File: src/rtl/pipe_pkg.sv
// rtl/pipe_pkg.sv - shared pipeline defaults and control-bit bundle
// Used by every pipeline stage register, not only EX/MEM.
package pipe_pkg;

    localparam int WIDTH_DEFAULT = 32;
    localparam int AW_DEFAULT    = 5;

    typedef struct packed {
        logic memwrite;
        logic memtoreg;
        logic regwrite;
    } ctrl_t;

    localparam int CTRL_W = $bits(ctrl_t);

endpackage

File: src/rtl/pipe_reg.sv
// rtl/pipe_reg.sv - width-generic stage flop with async clear, enable and sync clear
// Synchronous clear wins over enable so a bubble can be forced into a stalled stage.
module pipe_reg #(
    parameter int W = 1
) (
    input  logic         clk,
    input  logic         rst,
    input  logic         en,
    input  logic         clr,
    input  logic [W-1:0] d,
    output logic [W-1:0] q
);

    logic [W-1:0] q_q;
    logic [W-1:0] q_d;

    always_comb begin
        q_d = q_q;
        if (clr) begin
            q_d = '0;
        end else if (en) begin
            q_d = d;
        end
    end

    always_ff @(posedge clk or negedge rst) begin
        if (!rst) begin
            q_q <= '0;
        end else begin
            q_q <= q_d;
        end
    end

    assign q = q_q;

endmodule

File: src/rtl/pipe_ex_mem.sv
// rtl/pipe_ex_mem.sv - EX/MEM pipeline register, one cycle latency
// Optional STALL/FLUSH ports and behaviour under macro PIPE_EX_MEM_CTRL_EN.
module pipe_ex_mem
    import pipe_pkg::*;
#(
    parameter int WIDTH = WIDTH_DEFAULT,
    parameter int AW    = AW_DEFAULT
) (
    input  logic             clk,
    input  logic             rst,
`ifdef PIPE_EX_MEM_CTRL_EN
    input  logic             STALL,
    input  logic             FLUSH,
`endif
    input  logic             MEMWRITE_IN,
    input  logic             MEMTOREG_IN,
    input  logic             REGWRITE_IN,
    input  logic [WIDTH-1:0] RESULTOP_IN,
    input  logic [WIDTH-1:0] WRDATA_IN,
    input  logic [AW-1:0]    ARD_IN,
    output logic             MEMWRITE_OUT,
    output logic             MEMTOREG_OUT,
    output logic             REGWRITE_OUT,
    output logic [WIDTH-1:0] RESULTOP_OUT,
    output logic [WIDTH-1:0] WRDATA_OUT,
    output logic [AW-1:0]    ARD_OUT
);

    logic  stage_en;
    logic  stage_clr;
    ctrl_t ctrl_in;
    ctrl_t ctrl_out;

`ifdef PIPE_EX_MEM_CTRL_EN
    // FLUSH overrides STALL: the clear path in pipe_reg beats the enable.
    assign stage_en  = ~STALL;
    assign stage_clr = FLUSH;
`else
    assign stage_en  = 1'b1;
    assign stage_clr = 1'b0;
`endif

    assign ctrl_in.memwrite = MEMWRITE_IN;
    assign ctrl_in.memtoreg = MEMTOREG_IN;
    assign ctrl_in.regwrite = REGWRITE_IN;

    pipe_reg #(.W(CTRL_W)) u_ctrl (
        .clk (clk),
        .rst (rst),
        .en  (stage_en),
        .clr (stage_clr),
        .d   (ctrl_in),
        .q   (ctrl_out)
    );

    pipe_reg #(.W(WIDTH)) u_result (
        .clk (clk),
        .rst (rst),
        .en  (stage_en),
        .clr (stage_clr),
        .d   (RESULTOP_IN),
        .q   (RESULTOP_OUT)
    );

    pipe_reg #(.W(WIDTH)) u_wrdata (
        .clk (clk),
        .rst (rst),
        .en  (stage_en),
        .clr (stage_clr),
        .d   (WRDATA_IN),
        .q   (WRDATA_OUT)
    );

    pipe_reg #(.W(AW)) u_ard (
        .clk (clk),
        .rst (rst),
        .en  (stage_en),
        .clr (stage_clr),
        .d   (ARD_IN),
        .q   (ARD_OUT)
    );

    assign MEMWRITE_OUT = ctrl_out.memwrite;
    assign MEMTOREG_OUT = ctrl_out.memtoreg;
    assign REGWRITE_OUT = ctrl_out.regwrite;

endmodule

File: config.mk
export PLATFORM = sky130hd
export DESIGN_NAME = pipe_ex_mem
export DESIGN_NICKNAME = d
export VERILOG_FILES = /design/src/rtl/pipe_pkg.sv /design/src/rtl/pipe_reg.sv /design/src/rtl/pipe_ex_mem.sv
export SDC_FILE = /design/constraint.sdc
export NUM_CORES = 1
export LEC_CHECK = 0
export ABC_AREA = 1
export BUFFER_PORTS_ARGS = -buffer_cell sky130_fd_sc_hd__buf_2
export CAP_MARGIN = 20
export CORE_AREA = 2 2 62 79
export CTS_BUF_LIST = sky130_fd_sc_hd__clkbuf_4
export DETAILED_ROUTE_END_ITERATION = 8
export DIE_AREA = 0 0 64 81
export MAX_ROUTING_LAYER = met4
export PLACE_DENSITY = 0.88
export SYNTH_ARGS = -nofsm -noshare
export SYNTH_HDL_FRONTEND = slang
export SYNTH_SLANG_ARGS = --single-unit
File: constraint.sdc
create_clock -name clk -period 0.8 [get_ports clk]
set_input_delay 0.08 -clock clk [delete_from_list [all_inputs] [get_ports clk]]
set_output_delay 0.08 -clock clk [all_outputs]
set_load 0.05 [all_outputs]
==> results.json, run 1 <==
{
  "place.gp.congestion": 0.748,
  "start_util_pct": 39.9,
  "root_buffer": "clkbuf_4",
  "crit_chain": "buf_6",
  "grt_pass1_vias": 1841,
  "cts.sinks": 72,
  "multi_input_area_um2": 0,
  "path_clk_slew_ps": 120,
  "grt_max_degree": 73,
  "period_needed_ps": 1060,
  "hold_viol": 0,
  "min_period_over_period_pct": 132,
  "cpMaxStageDelayCell": "dfrtp_1",
  "synth-seq-area-share_pct": 100,
  "io_pins": 146,
  "grtUsageTotal_pct": 29.3,
  "ys_seq_elements": 72,
  "post-dp-hpwl_um": 3210,
  "wirelength_um": 6870,
  "syn_area_per_cell_um2": 25.0,
  "hp-class": "in2async",
  "tightest_slew_ps": 368,
  "synth.distinct_cells": 1,
  "final_cell_mix": "dlygate4sd3_1 (73), buf_2 (73), buf_6 (72), dfrtp_1 (72), clkbuf_4 (10)",
  "cts.path.max_buffers": 2,
  "cp-start-kind": "flip-flop",
  "critPathKind": "reg2out",
  "critPathMaxFanout": 1,
  "overflow": 0,
  "synth_cells": 72,
  "diodes": 0,
  "drive_above_1_share_pct": 52.4,
  "synth_top_area_cell": "dfrtp_1",
  "fin_tns_setup_ps": -15770,
  "setup_viol": 72,
  "drtIter0Drc": 66,
  "grt_use_met1_pct": 29.2,
  "ys_warn_count": 0,
  "synth_area_mm2": 0.00180,
  "post-route-util_pct": 87.2,
  "final_max_slew_viol_count": 0,
  "power.total_mw": 7.84,
  "fin_hold_ws_ps": 273,
  "max_stage_delay_ps": 430,
  "grtUsageMet3_pct": 5.82,
  "place.port_buffers": 145,
  "firstDrtPassIters": 4,
  "layout.nets": 376,
  "max_cap_viol_count": 0,
  "worst_slack_ps": -257,
  "irDropWorstVdd_mv": 1.73,
  "cp.depth": 1,
  "arrival_ps": 980,
  "die-area_mm2": 0.00518,
  "rsz0062_at_grt": "yes",
  "outcome": "complete, but fails checks",
  "core-area_mm2": 0.00452,
  "die_w_um": 64,
  "via_count": 1551,
  "fin_cells": 367,
  "synth_nets": 146,
  "required_ps": 720,
  "p_per_area_mw_per_mm2": 1990,
  "violations": "setup timing",
  "cts_htree_levels": 3,
  "fmax_mhz": 946,
  "num_rows": 28,
  "cts_tree": "done",
  "viasPerCell": 4.23,
  "drt.antenna.violating_nets": 0,
  "met2_usage_pct": 53.6,
  "critical_path.endpoint_type": "output port",
  "wl_per_cell_um": 18.7,
  "chipHeight_um": 81,
  "grt_pass1_wl_um": 10100,
  "p_leak_nw": 1.95,
  "dp.cells": 278,
  "cts-buffers-inserted": 9,
  "maxSlewHeadroom_pct": 75.5,
  "busiest_layer": "met2",
  "yosys-top-cells-area": "dfrtp_1 (100%)",
  "drc_errors": 0,
  "area_growth_pct": 119,
  "worst-path-buf-inv": 1,
  "antenna_found_initial": 0,
  "yosys.area.top_type_share_pct": 100,
  "multi_input_cells": 0,
  "critPathTopFamily": "flip-flops"
}
[cells by family after synthesis]
group	count (synthesis)	share of synthesized area, %
flip-flops	72	100
[layout make-up]
type / instances / area, um2
timing repair buffer: 219 / 1930
sequential: 72 / 1800
fill: 184 / 581
clock buffer: 10 / 75.1
tap: 60 / 75.1
clock inverter: 6 / 60.1
[cell usage after synthesis]
| cell type | number |
|---|---|
| dfrtp_1 | 72 |
[through the flow]
step | instance area (um2) | setup slack (ps)
after floorplan | 1800 | 134
after global placement | 2620 | 142
after detailed placement | 2620 | 114
after CTS | 3940 | -285
after global routing | 3940 | -314
final | 3940 | -257
[power breakdown]
part / leakage [nW] / switching [mW] / total [mW] / internal [mW]
Clock: 0.0738 / 1.25 / 2.23 / 0.975
Combinational: 1.04 / 0.967 / 1.69 / 0.722
Sequential: 0.839 / 0.106 / 3.93 / 3.82
[timing repair]
item                       in CTS  in global routing
setup endpoints to repair      72                 72
hold endpoints to repair      144                  0
buffers inserted                0                  0
hold buffers                   73                  0
gates resized for setup       144                  0
[routing by layer]
metal	share of wire [%]	vias up	wire, um
met5	0	-	0
met4	3.2	0	218
met3	6.0	17	415
met2	59	92	4060
met1	32	760	2170
li1	-	682	-
[registers in the layout (all words and copies together), names as in the netlist]
| name | count |
|---|---|
| u_result.q | 32 |
| u_wrdata.q | 32 |
| u_ard.q | 5 |
| u_ctrl.q | 3 |
[worst paths after layout]
kind | from | to
worst max-delay path | u_ard.q[0] | ARD_OUT[0]
worst min-delay path | rst | u_wrdata.q[30]
max in group asynchronous | rst | u_wrdata.q[28]
min in group clk | RESULTOP_IN[29] | u_result.q[29]
No activity file was read; power rests on OpenSTA's default activity.
==> run 2: changes to the inputs <==
--- a/config.mk
+++ b/config.mk
@@ -8,12 +8,12 @@
 export ABC_AREA = 1
 export BUFFER_PORTS_ARGS = -buffer_cell sky130_fd_sc_hd__buf_2
 export CAP_MARGIN = 20
-export CORE_AREA = 2 2 62 79
+export CORE_AREA = 2 2 64 81
 export CTS_BUF_LIST = sky130_fd_sc_hd__clkbuf_4
 export DETAILED_ROUTE_END_ITERATION = 8
-export DIE_AREA = 0 0 64 81
+export DIE_AREA = 0 0 66 83
 export MAX_ROUTING_LAYER = met4
-export PLACE_DENSITY = 0.88
+export PLACE_DENSITY = 0.84
 export SYNTH_ARGS = -nofsm -noshare
 export SYNTH_HDL_FRONTEND = slang
 export SYNTH_SLANG_ARGS = --single-unit
==> constraint.sdc (replaced) <==
create_clock -name clk -period 1.1 [get_ports clk]
set_input_delay 0.11 -clock clk [delete_from_list [all_inputs] [get_ports clk]]
set_output_delay 0.11 -clock clk [all_outputs]
set_load 0.05 [all_outputs]
==> results.json, run 2 (synthesis results as in run 1) <==
{
  "core-area_mm2": 0.00469,
  "wirelength_um": 7220,
  "num_rows": 28,
  "die-area_mm2": 0.00548,
  "wirelength_met1_um": 2300,
  "arrival_ps": 1010,
  "drt.antenna.violating_nets": 0,
  "met2_length_um": 4230,
  "crit_chain": "buf_6",
  "topRoutingLayerUsed": "met4",
  "chipHeight_um": 83,
  "grt_pass1_wl_um": 10200,
  "cpMaxStageDelayCell": "dfrtp_1",
  "required_ps": 990,
  "p_per_area_mw_per_mm2": 1450,
  "viasPerCell": 4.22,
  "diodes": 0,
  "via_count": 1554,
  "rsz0062_at_grt": "yes",
  "pre_cts_ws_ps": 390,
  "maxSlewHeadroom_pct": 79.7,
  "grtUsageTotal_pct": 28.1,
  "critPathMaxFanout": 1,
  "fmax_mhz": 891,
  "antenna_found_initial": 0,
  "overflow": 0,
  "place.port_buffers": 145,
  "drive_above_1_share_pct": 52.3,
  "layout.nets": 377,
  "multi_input_area_um2": 0,
  "post-dp-hpwl_um": 3220,
  "max_stage_delay_ps": 430,
  "cp-start-kind": "flip-flop",
  "critical_path.endpoint_type": "output port",
  "worst_slack_ps": -23.0,
  "place.gp.congestion": 0.740,
  "irDropWorstVdd_mv": 1.04,
  "outcome": "complete, but fails checks",
  "wl_per_cell_um": 19.6,
  "route.met3.wl_um": 410,
  "cts_tree": "done",
  "p_leak_nw": 1.94,
  "violations": "setup timing",
  "root_buffer": "clkbuf_4",
  "hold_viol": 0,
  "area_growth_pct": 119,
  "min_period_over_period_pct": 102,
  "worst-path-buf-inv": 1,
  "tightest_slew_ps": 304,
  "path_clk_slew_ps": 130,
  "grt_pass1_vias": 1920,
  "max_cap_viol_count": 0,
  "firstDrtPassIters": 4,
  "setup_viol": 6,
  "critPathTopFamily": "flip-flops",
  "nFillCells": 218,
  "drc_errors": 0,
  "io_pins": 146,
  "final_max_slew_viol_count": 0,
  "cts.path.max_buffers": 2,
  "cts-buffers-inserted": 9,
  "drtIter0Drc": 31,
  "start_util_pct": 38.4,
  "cts_htree_levels": 3,
  "cts.sinks": 72,
  "hp-class": "in2async",
  "multi_input_cells": 0,
  "final_cell_mix": "dlygate4sd3_1 (73), buf_2 (73), dfrtp_1 (72)",
  "fin_hold_ws_ps": 253,
  "seq_area_mm2": 0.00180,
  "period_needed_ps": 1120,
  "grt_max_degree": 51,
  "critPathKind": "reg2out",
  "die_w_um": 66
}
-- run 2: cell types whose count changed in the layout (fill, tap and decap cells not counted), sizes merged --
cell / previous run / this run
clkinv: 4 / 2
clkinvlp: 1 / 3
buf: 146 / 147
-- run 2: timing repair --
action                                 in CTS  in global routing
pin swaps                                   0                  0
gates cloned                                0                  0
setup endpoints to repair                  72                 63
resized for setup                         119                 24
endpoints found under the hold margin     144                  0
hold buffers                               73                  0
buffers inserted                            0                  0
-- run 2: area by class of cell --
type / count / share of cell area [%]
clock buffers: 10 / 1.90
clock inverters: 6 / 1.52
flip-flops and latches: 72 / 45.7
well taps: 60 / 1.90
repair buffers: 220 / 49.0
-- run 2: routing by layer --
layer	global-route usage [%]	vias up
met4	14.5	0
met5	-	-
met2	52.2	93
met1	25.1	757
li1	-	683
met3	6.78	21
-- run 2: through the flow --
| stage | power, mW | std cells | TNS [ps] | cell area, um2 | util, % |
|---|---|---|---|---|---|
| 2_1_floorplan | 3.36 | 72 | 0 | 1800 | - |
| 3_3_place_gp | 3.68 | 279 | 0 | 2630 | 56.0 |
| 3_5_place_dp | 3.70 | 279 | 0 | 2630 | 56.0 |
| 4_1_cts | 5.64 | 368 | -38.4 | 3850 | 82.1 |
| 5_1_grt | 5.93 | 368 | -1370 | 3940 | 84.0 |
| 6_report | 5.73 | 368 | -52.0 | 3940 | 84.0 |
-- run 2: final timing paths --
| path | endpoint | slack, ps | startpoint | depth (start not counted) |
|---|---|---|---|---|
| min in group clk | u_result.q[13] | 320 | RESULTOP_IN[13] | 2 |
| max | RESULTOP_OUT[17] | -20 | u_result.q[17] | 1 |
| min | u_result.q[19] | 250 | rst | 3 |
| max in group asynchronous | u_wrdata.q[4] | 570 | rst | 3 |
-- run 2: where the power goes --
| part | switching (mW) | internal, mW |
|---|---|---|
| clock network | 0.933 | 0.703 |
| registers | 0.0756 | 2.78 |
| logic | 0.711 | 0.526 |
